<file path="src/rtl/uart_pkg.sv">
// Shared types and constants for the UART receiver.
package uart_pkg;
  localparam int DATA_BITS            = 8;
  localparam int CLKS_PER_BIT_DEFAULT = 16;

  typedef enum logic [2:0] {
    IDLE,
    START,
    DATA,
    STOP,
    WAIT_HIGH
  } rx_state_e;
endpackage

</file>
<file path="src/rtl/uart_rx_bit_timer.sv">
// Bit-period counter: flags the middle of the start bit and the end of each bit period.
module uart_rx_bit_timer
  import uart_pkg::*;
#(
  parameter int CLKS_PER_BIT = CLKS_PER_BIT_DEFAULT
) (
  input  logic clk,
  input  logic rst,
  input  logic clear,
  input  logic enable,
  output logic halfBit,
  output logic fullBit
);
  localparam int CW = $clog2(CLKS_PER_BIT);

  logic [CW-1:0] cnt_q, cnt_d;

  assign halfBit = (cnt_q == CW'(CLKS_PER_BIT / 2 - 1));
  assign fullBit = (cnt_q == CW'(CLKS_PER_BIT - 1));

  // Restarting at fullBit keeps the counter from wrapping past its compare point.
  always_comb begin
    cnt_d = cnt_q;
    if (clear)       cnt_d = '0;
    else if (enable) cnt_d = fullBit ? '0 : cnt_q + CW'(1);
  end

  always_ff @(posedge clk) begin
    if (rst) cnt_q <= '0;
    else     cnt_q <= cnt_d;
  end
endmodule

</file>
<file path="src/rtl/uart_rx.sv">
// 8N1 UART receiver: 2-flop synchronizer, framing FSM and sticky status flags.
module uart_rx
  import uart_pkg::*;
#(
  parameter int CLKS_PER_BIT = CLKS_PER_BIT_DEFAULT
) (
  input  logic       clk,
  input  logic       rst,
  input  logic       rxd,
  input  logic       clrRxDone,
  input  logic       clrRxErr,
  output logic [7:0] rxData,
  output logic       rxDone,
  output logic       frameErr,
  output logic       overrun,
  output logic       rxBusy
);
  rx_state_e                state_q, state_d;
  logic                     meta_q, sync_q;
  logic [DATA_BITS-1:0]     shift_q, shift_d;
  logic [DATA_BITS-1:0]     data_q, data_d;
  logic [2:0]               idx_q, idx_d;
  logic                     done_q, done_d, fe_q, fe_d, ovr_q, ovr_d;
  logic                     bit_clr, bit_en, half_bit, full_bit;
  logic                     done_set, err_set;

  uart_rx_bit_timer #(.CLKS_PER_BIT(CLKS_PER_BIT)) u_timer (
    .clk    (clk),
    .rst    (rst),
    .clear  (bit_clr),
    .enable (bit_en),
    .halfBit(half_bit),
    .fullBit(full_bit)
  );

  always_comb begin
    state_d  = state_q;
    shift_d  = shift_q;
    data_d   = data_q;
    idx_d    = idx_q;
    bit_clr  = 1'b0;
    bit_en   = 1'b0;
    done_set = 1'b0;
    err_set  = 1'b0;
    case (state_q)
      IDLE: begin
        bit_clr = 1'b1;
        idx_d   = '0;
        if (!sync_q) state_d = START;
      end
      START: begin
        bit_en = 1'b1;
        if (half_bit) begin
          // Counter restarts here so data samples land mid-bit.
          bit_clr = 1'b1;
          state_d = sync_q ? IDLE : DATA;
        end
      end
      DATA: begin
        bit_en = 1'b1;
        if (full_bit) begin
          shift_d = {sync_q, shift_q[DATA_BITS-1:1]};
          idx_d   = idx_q + 3'd1;
          if (idx_q == 3'(DATA_BITS - 1)) state_d = STOP;
        end
      end
      STOP: begin
        bit_en = 1'b1;
        if (full_bit) begin
          data_d = shift_q;
          if (sync_q) begin
            done_set = 1'b1;
            state_d  = IDLE;
          end else begin
            err_set = 1'b1;
            state_d = WAIT_HIGH;
          end
        end
      end
      WAIT_HIGH: begin
        bit_clr = 1'b1;
        if (sync_q) state_d = IDLE;
      end
      default: state_d = IDLE;
    endcase
  end

  // Set has priority over the clear pulses.
  assign done_d = (done_q & ~clrRxDone) | done_set;
  assign ovr_d  = (ovr_q  & ~clrRxErr)  | (done_set & done_q);
  assign fe_d   = (fe_q   & ~clrRxErr)  | err_set;

  always_ff @(posedge clk) begin
    if (rst) begin
      meta_q  <= 1'b1;
      sync_q  <= 1'b1;
      state_q <= IDLE;
      shift_q <= '0;
      data_q  <= '0;
      idx_q   <= '0;
      done_q  <= 1'b0;
      fe_q    <= 1'b0;
      ovr_q   <= 1'b0;
    end else begin
      meta_q  <= rxd;
      sync_q  <= meta_q;
      state_q <= state_d;
      shift_q <= shift_d;
      data_q  <= data_d;
      idx_q   <= idx_d;
      done_q  <= done_d;
      fe_q    <= fe_d;
      ovr_q   <= ovr_d;
    end
  end

  assign rxData   = data_q;
  assign rxDone   = done_q;
  assign frameErr = fe_q;
  assign overrun  = ovr_q;
  assign rxBusy   = (state_q != IDLE);
endmodule

</file>
<file path="config.mk">
export PLATFORM = sky130hd
export DESIGN_NAME = uart_rx
export DESIGN_NICKNAME = d
export VERILOG_FILES = /design/src/rtl/uart_pkg.sv /design/src/rtl/uart_rx_bit_timer.sv /design/src/rtl/uart_rx.sv
export SDC_FILE = /design/constraint.sdc
export NUM_CORES = 1
export LEC_CHECK = 0
export CORE_AREA = 2 2 57 59
export CTS_BUF_LIST = sky130_fd_sc_hd__clkbuf_8
export CTS_CLUSTER_DIAMETER = 30
export DETAILED_ROUTE_END_ITERATION = 10
export DIE_AREA = 0 0 59 61
export PLACE_DENSITY_LB_ADDON = 0.3
export SYNTH_ARGS = -nofsm -noshare
export SYNTH_HDL_FRONTEND = slang
export SYNTH_SLANG_ARGS = --single-unit
</file>
<file path="constraint.sdc">
create_clock -name clk -period 4.6 [get_ports clk]
set_clock_uncertainty 0.05 [all_clocks]
set_input_delay 0.46 -clock clk [delete_from_list [all_inputs] [get_ports clk]]
set_output_delay 0.46 -clock clk [all_outputs]
set_load 0.05 [all_outputs]
</file>
**Yosys cells after proc, flatten, opt, wreduce, memory -nomap -nowiden**

Index checks and enable logic that the tools add are counted.
W data, S select, Z words.

- Div/mod/pow operators: 0
- $lt $le $gt $ge: 0
- Add/sub/neg operators: 2
- Equal/unequal tests: 13
- Multipliers: 0
- Multiplexer cells: 21
- Bitwise operators: 9
- Reduce and logical (&&, ||, !) cells: 10
- Shift operators: 0

Operators by type and width:

| kind | number |
|---|---|
| $mux W3 | 8 |
| $pmux W3 S5 | 1 |
| $mux W1 | 8 |
| $ne A2 B2 Y1 const B | 4 |
| $eq A3 B2 Y1 const B | 2 |
| $eq A3 B3 Y1 const B | 2 |
| $pmux W3 S2 | 1 |
| $reduce_and A2 Y1 | 3 |
| $reduce_and A6 Y1 | 1 |
| $add A4 B1 Y4 const B | 1 |
| $and A1 B1 Y1 | 4 |
| $eq A4 B3 Y1 const B | 1 |
| $eq A4 B4 Y1 const B | 1 |
| $mux W4 | 1 |
| $ne A2 B1 Y1 const B | 2 |
| $reduce_or A2 Y1 | 2 |
| $add A3 B1 Y3 const B | 1 |
| $eq A3 B1 Y1 const B | 1 |
| $logic_not A3 Y1 | 1 |
| $or A1 B1 Y1 | 3 |
| $reduce_bool A3 Y1 | 1 |
| $reduce_or A3 Y1 | 1 |
| $mux W2 | 1 |
| $not A1 Y1 | 2 |
| other kinds (2) | 2 |

- Memories kept: 0
- Register bits after elaboration: 31
- Output and inout bits: 12
- Latch bits: 0
- Bits in writable memories: 0
- ROM bits: 0
- Word-level logic and storage cells: 65

**Longest topological paths before layout**

- Word-level depth: 5
- Gate-level depth with buffers: 6
- Gate-level depth less buffers: 5

**Hierarchy**

Synthesis repeated with hierarchy kept, for this count alone.

- Cell total of the unflattened synthesis: 136
- Area total of the unflattened synthesis: 1298.7 um^2

By module, submodules not included:

| module | area each (um^2) | times used | cells an instance |
|---|---|---|---|
| uart_rx | 1114.8 | 1 | 117 |
| uart_rx_bit_timer | 183.9 | 1 | 19 |

**Worst setup path before layout**

Ideal clock, no wire load.

- Kind: register to register
- From: register u_timer.cnt_q[0]
- To: register state_q[0]
- Stages on the path, launching flop included: 6
- Path slack: 2.866 ns
- Data arrival time: 1.563 ns
- Period minus slack after synthesis: 1.734 ns
- Required time: 4.429 ns
- Cell sequence: dfxtp_1 -> ha_1 -> and3_1 -> a211oi_1 -> or3_4 -> mux2_4

- Cells in the longest elaborated chain, start to end: 3
- Elaborated cells on any way between the ends: 6
- Those cells by class: eq/ne: 5; reduce/logical: 1

RTL lines:

| what | RTL line | source |
|---|---|---|
| from (decl) | uart_rx_bit_timer.sv:16 | `logic [CW-1:0] cnt_q, cnt_d;` |
| from (signal assigned) | uart_rx_bit_timer.sv:30 | `else cnt_q <= cnt_d;` |
| $eq A4 B4 Y1 or $eq A4 B3 Y1 (tied branches) | uart_rx_bit_timer.sv:19, uart_rx_bit_timer.sv:18 |  |
| $ne A2 B1 Y1 (no line) or $ne A2 B2 Y1 (tied branches) | -- |  |
| $reduce_and A6 Y1 (no line) (*) | -- |  |
| to (signal assigned) | uart_rx.sv:107 | `state_q <= state_d;` |
| to (decl) | uart_rx.sv:18 | `rx_state_e state_q, state_d;` |

Every way passes the cells marked *; elsewhere a longest branch is shown, timed or not.
A chain may end at the register's enable or synchronous reset.

**Worst setup path after layout**

- From: register state_q[2]
- To: output rxBusy

- Cells in the longest elaborated chain, start to end: 1

RTL lines:

| what | RTL line | source |
|---|---|---|
| $reduce_bool A3 Y1 | uart_rx.sv:121 | `assign rxBusy = (state_q != IDLE);` |
| to (decl) | uart_rx.sv:16 | `output logic rxBusy` |

No other way between the ends.

==> flow_summary_export.csv <==
group,metric,value,unit
status,status,"finished, final reports clean",
synthesis,synth_top_area_share,47.9,%
place,io_buffer_count,16,
synthesis,synthFlopType,"dfxtp_1",
clock_network,cts-hold-fix-buffers,0,
critical_path,path_class,"reg -> out",
synthesis,syn_area,0.00129,mm2
clock_network,path_clk_slew,70,ps
drt,ant_nets,0,
timing,maxSlewViolCount,0,
synthesis,synth_seq_area_share,47.9,%
finish,fin_nets,159,
floorplan,core,0.00295,mm2
timing,tightest_slew,958,ps
power,p_per_area,386,mW/mm2
place,hpwl,1590,um
synthesis,synth_nets,142,
clock_network,numCtsBuffers,5,
timing,period_minus_slack,2500,ps
drt,routedWlPerCell,12.6,um
critical_path,path_max_fanout,14,
critical_path,crit_arrival,1990,ps
clock_network,cts_tree,"yes",
synthesis,yosysTopAreaCell,"dfxtp_1",
place,pre_cts_slack,2250,ps
timing,setup_tns,0,ps
clock_network,cts_setup_buffers,0,
floorplan,boundaryPins,17,
min_path,min_path_type,"reg -> reg",
finish,n_fill_cell,267,
critical_path,critPathCaptureType,"output pin",
finish,drive_above_1_share,10.5,%
finish,diodes,0,
drt,wirelength,2320,um
drt,via_count,955,
critical_path,cpMaxStageDelayCell,"clkdlybuf4s50_1",
timing,postLayoutSetupSlackWorst,2100,ps
critical_path,path_cells,"or3_1, clkdlybuf4s50_1",
synthesis,ys_top_cells_by_area,"dfxtp_1 (48%), mux2i_1 (13%), nor2_1 (7.2%)",
synthesis,synth_edf_count,0,
floorplan,die_x,59,um
clock_network,numClockSinks,31,
synthesis,ys_types,32,
synthesis,synth_warnings,0,
global_routing,antenna_found_initial,0,
drt,drt_iter0_drc,52,
floorplan,die_h,61,um
finish,fin_area,0.00157,mm2
timing,period_share,54.3,%
synthesis,syn_inst,134,
synthesis,async_flop_share,0,%
global_routing,grt_pass1_wl,3950,um
global_routing,grt_pass1_vias,934,
critical_path,slowest_delay,820,ps
synthesis,ys_seq_elements,31,
timing,setup_violations,0,
finish,syn_to_final_growth,21.4,%
clock_network,clkLatencyLatePin,280,ps
floorplan,initial_core_util,43.9,%
place,place_congestion,0.833,
drt,viasPerCell,5.16,
drt,remaining_drc_errors,0,
timing,whs,354,ps
critical_path,start_kind,"register",
critical_path,crit_buf_inv,1,
global_routing,track_usage,14.9,%
global_routing,grt_start_max_net_pins,29,
clock_network,ctsLongestPathBuffers,2,
synthesis,synth.avg_cell_area,9.66,um2
drt,firstDrtPassIters,4,
critical_path,crit_family,"buffers and inverters",
power,ir_worst_vdd,0.151,mV
timing,final_hold_viol_count,0,
timing,max_freq,0.400,GHz
timing,slew_headroom,35.9,%
clock_network,clockRootBuffer,"clkbuf_8",
run,cap_viol_max_count,0,
critical_path,cp_data_required_time,4090,ps
place,dpl_cell_area,0.00147,mm2
floorplan,row_count,20,
timing,rsz0062_at_grt,"false",
clock_network,h-tree-depth,2,
power,leakage,0.542,nW
global_routing,overflow,0,
floorplan,die_area,0.00360,mm2
clock_network,cts_resized,0,
==> kinds of logic (layout without fill, tap and decap cells) <==
kind of cell,count (synthesis),count (layout),synth area share [%]
and+or+nand+nor,46,46,17.3
DFF,31,31,47.9
AOI/OAI and AO/OA,21,21,11.0
muxes,19,19,15.2
buffers and inverters,11,29,3.67
adders and majority gates,3,3,2.90
xor gates and xnor gates,3,3,2.03
==> synthesized netlist by cell type (3+ instances only) <==
master	number
a21oi_1	6
clkbuf_1	3
dfxtp_1	31
ha_1	3
inv_1	5
mux2i_1	17
nand2_1	5
nor2_1	25
nor3_1	3
o211ai_1	5
o21ai_0	4
xnor2_1	3
==> power breakdown <==
group | internal (mW) | leakage (nW) | switching, mW | total, mW
clock network | 0.136 | 0.0505 | 0.101 | 0.237
logic | 0.0358 | 0.241 | 0.0468 | 0.0827
registers | 0.276 | 0.250 | 0.0115 | 0.287
==> sequential cells by signal (all words and copies together) (netlist names) <==
name           cells
state_q            3
idx_q              3
sync_q             1
shift_q            8
meta_q             1
rxDone             1
rxData             8
frameErr           1
u_timer.cnt_q      4
overrun            1
==> per-stage QoR <==
step | cells | utilization (%) | power (mW)
global placement | 177 | 49.7 | 0.373
floorplan | 134 | - | 0.354
CTS | 185 | 53.2 | 0.611
global route | 185 | 53.2 | 0.630
detailed placement | 177 | 49.7 | 0.375
finish | 185 | 53.2 | 0.607
==> worst reg2reg max path, delay by kind of cell, from the launching register on <==
family        cells  cell delay (ps)
flops             1              400
fa+ha+maj         1              260
mux               1              410
simple gates      3             1110
==> area by class of cell <==
| type | count | area [um2] | area share (%) |
|---|---|---|---|
| clock inverters | 1 | 7.51 | 0.478 |
| flip-flops and latches | 31 | 621 | 39.5 |
| multi-input cells | 92 | 627 | 39.9 |
| repair buffers | 16 | 160 | 10.2 |
| inverters | 5 | 18.8 | 1.19 |
| clock buffers | 7 | 96.3 | 6.13 |
| well taps | 33 | 41.3 | 2.63 |
==> cell usage in the layout (no fill, tap or decap) <==
cell type,n
xnor2_1,3
inv_1,5
or3_4,1
a21oi_1,6
mux2i_1,17
a311oi_1,1
nor2_1,25
a211oi_1,1
dfxtp_1,31
mux2_2,1
a32oi_1,1
or3_1,2
nor2_4,1
nand2b_2,1
o211ai_1,5
and3_1,1
clkdlybuf4s50_1,16
o21ai_0,4
a31oi_1,1
mux2_4,1
ha_1,3
o41ai_2,1
nand2_1,5
nor2b_1,2
nand4b_1,1
a21boi_0,1
nand3_1,1
or4_1,1
clkbuf_8,7
clkinvlp_4,1
or2_2,2
nor3_1,3
==> per-layer routing <==
layer	routed length, um	track usage, %	vias up	share of wire (%)
li1	-	-	497	-
met1	1150	17.7	435	49
met4	27	9.09	0	1.2
met5	0	0	-	0
met3	81	5.12	5	3.5
met2	1070	23.5	18	46
==> worst paths after layout <==
kind | cells after the start | slack [ps] | start | end
max | 2 | 2100 | state_q[2]$_SDFFE_PP0P_ | rxBusy
min | 1 | 350 | meta_q$_SDFF_PP1_ | sync_q$_SDFF_PP1_
max reg2reg | 5 | 2300 | u_timer.cnt_q[0]$_SDFFE_PP0P_ | idx_q[0]$_SDFFE_PP0P_
min reg2reg | 1 | 350 | meta_q$_SDFF_PP1_ | sync_q$_SDFF_PP1_
(Power assumes the default switching activity.)
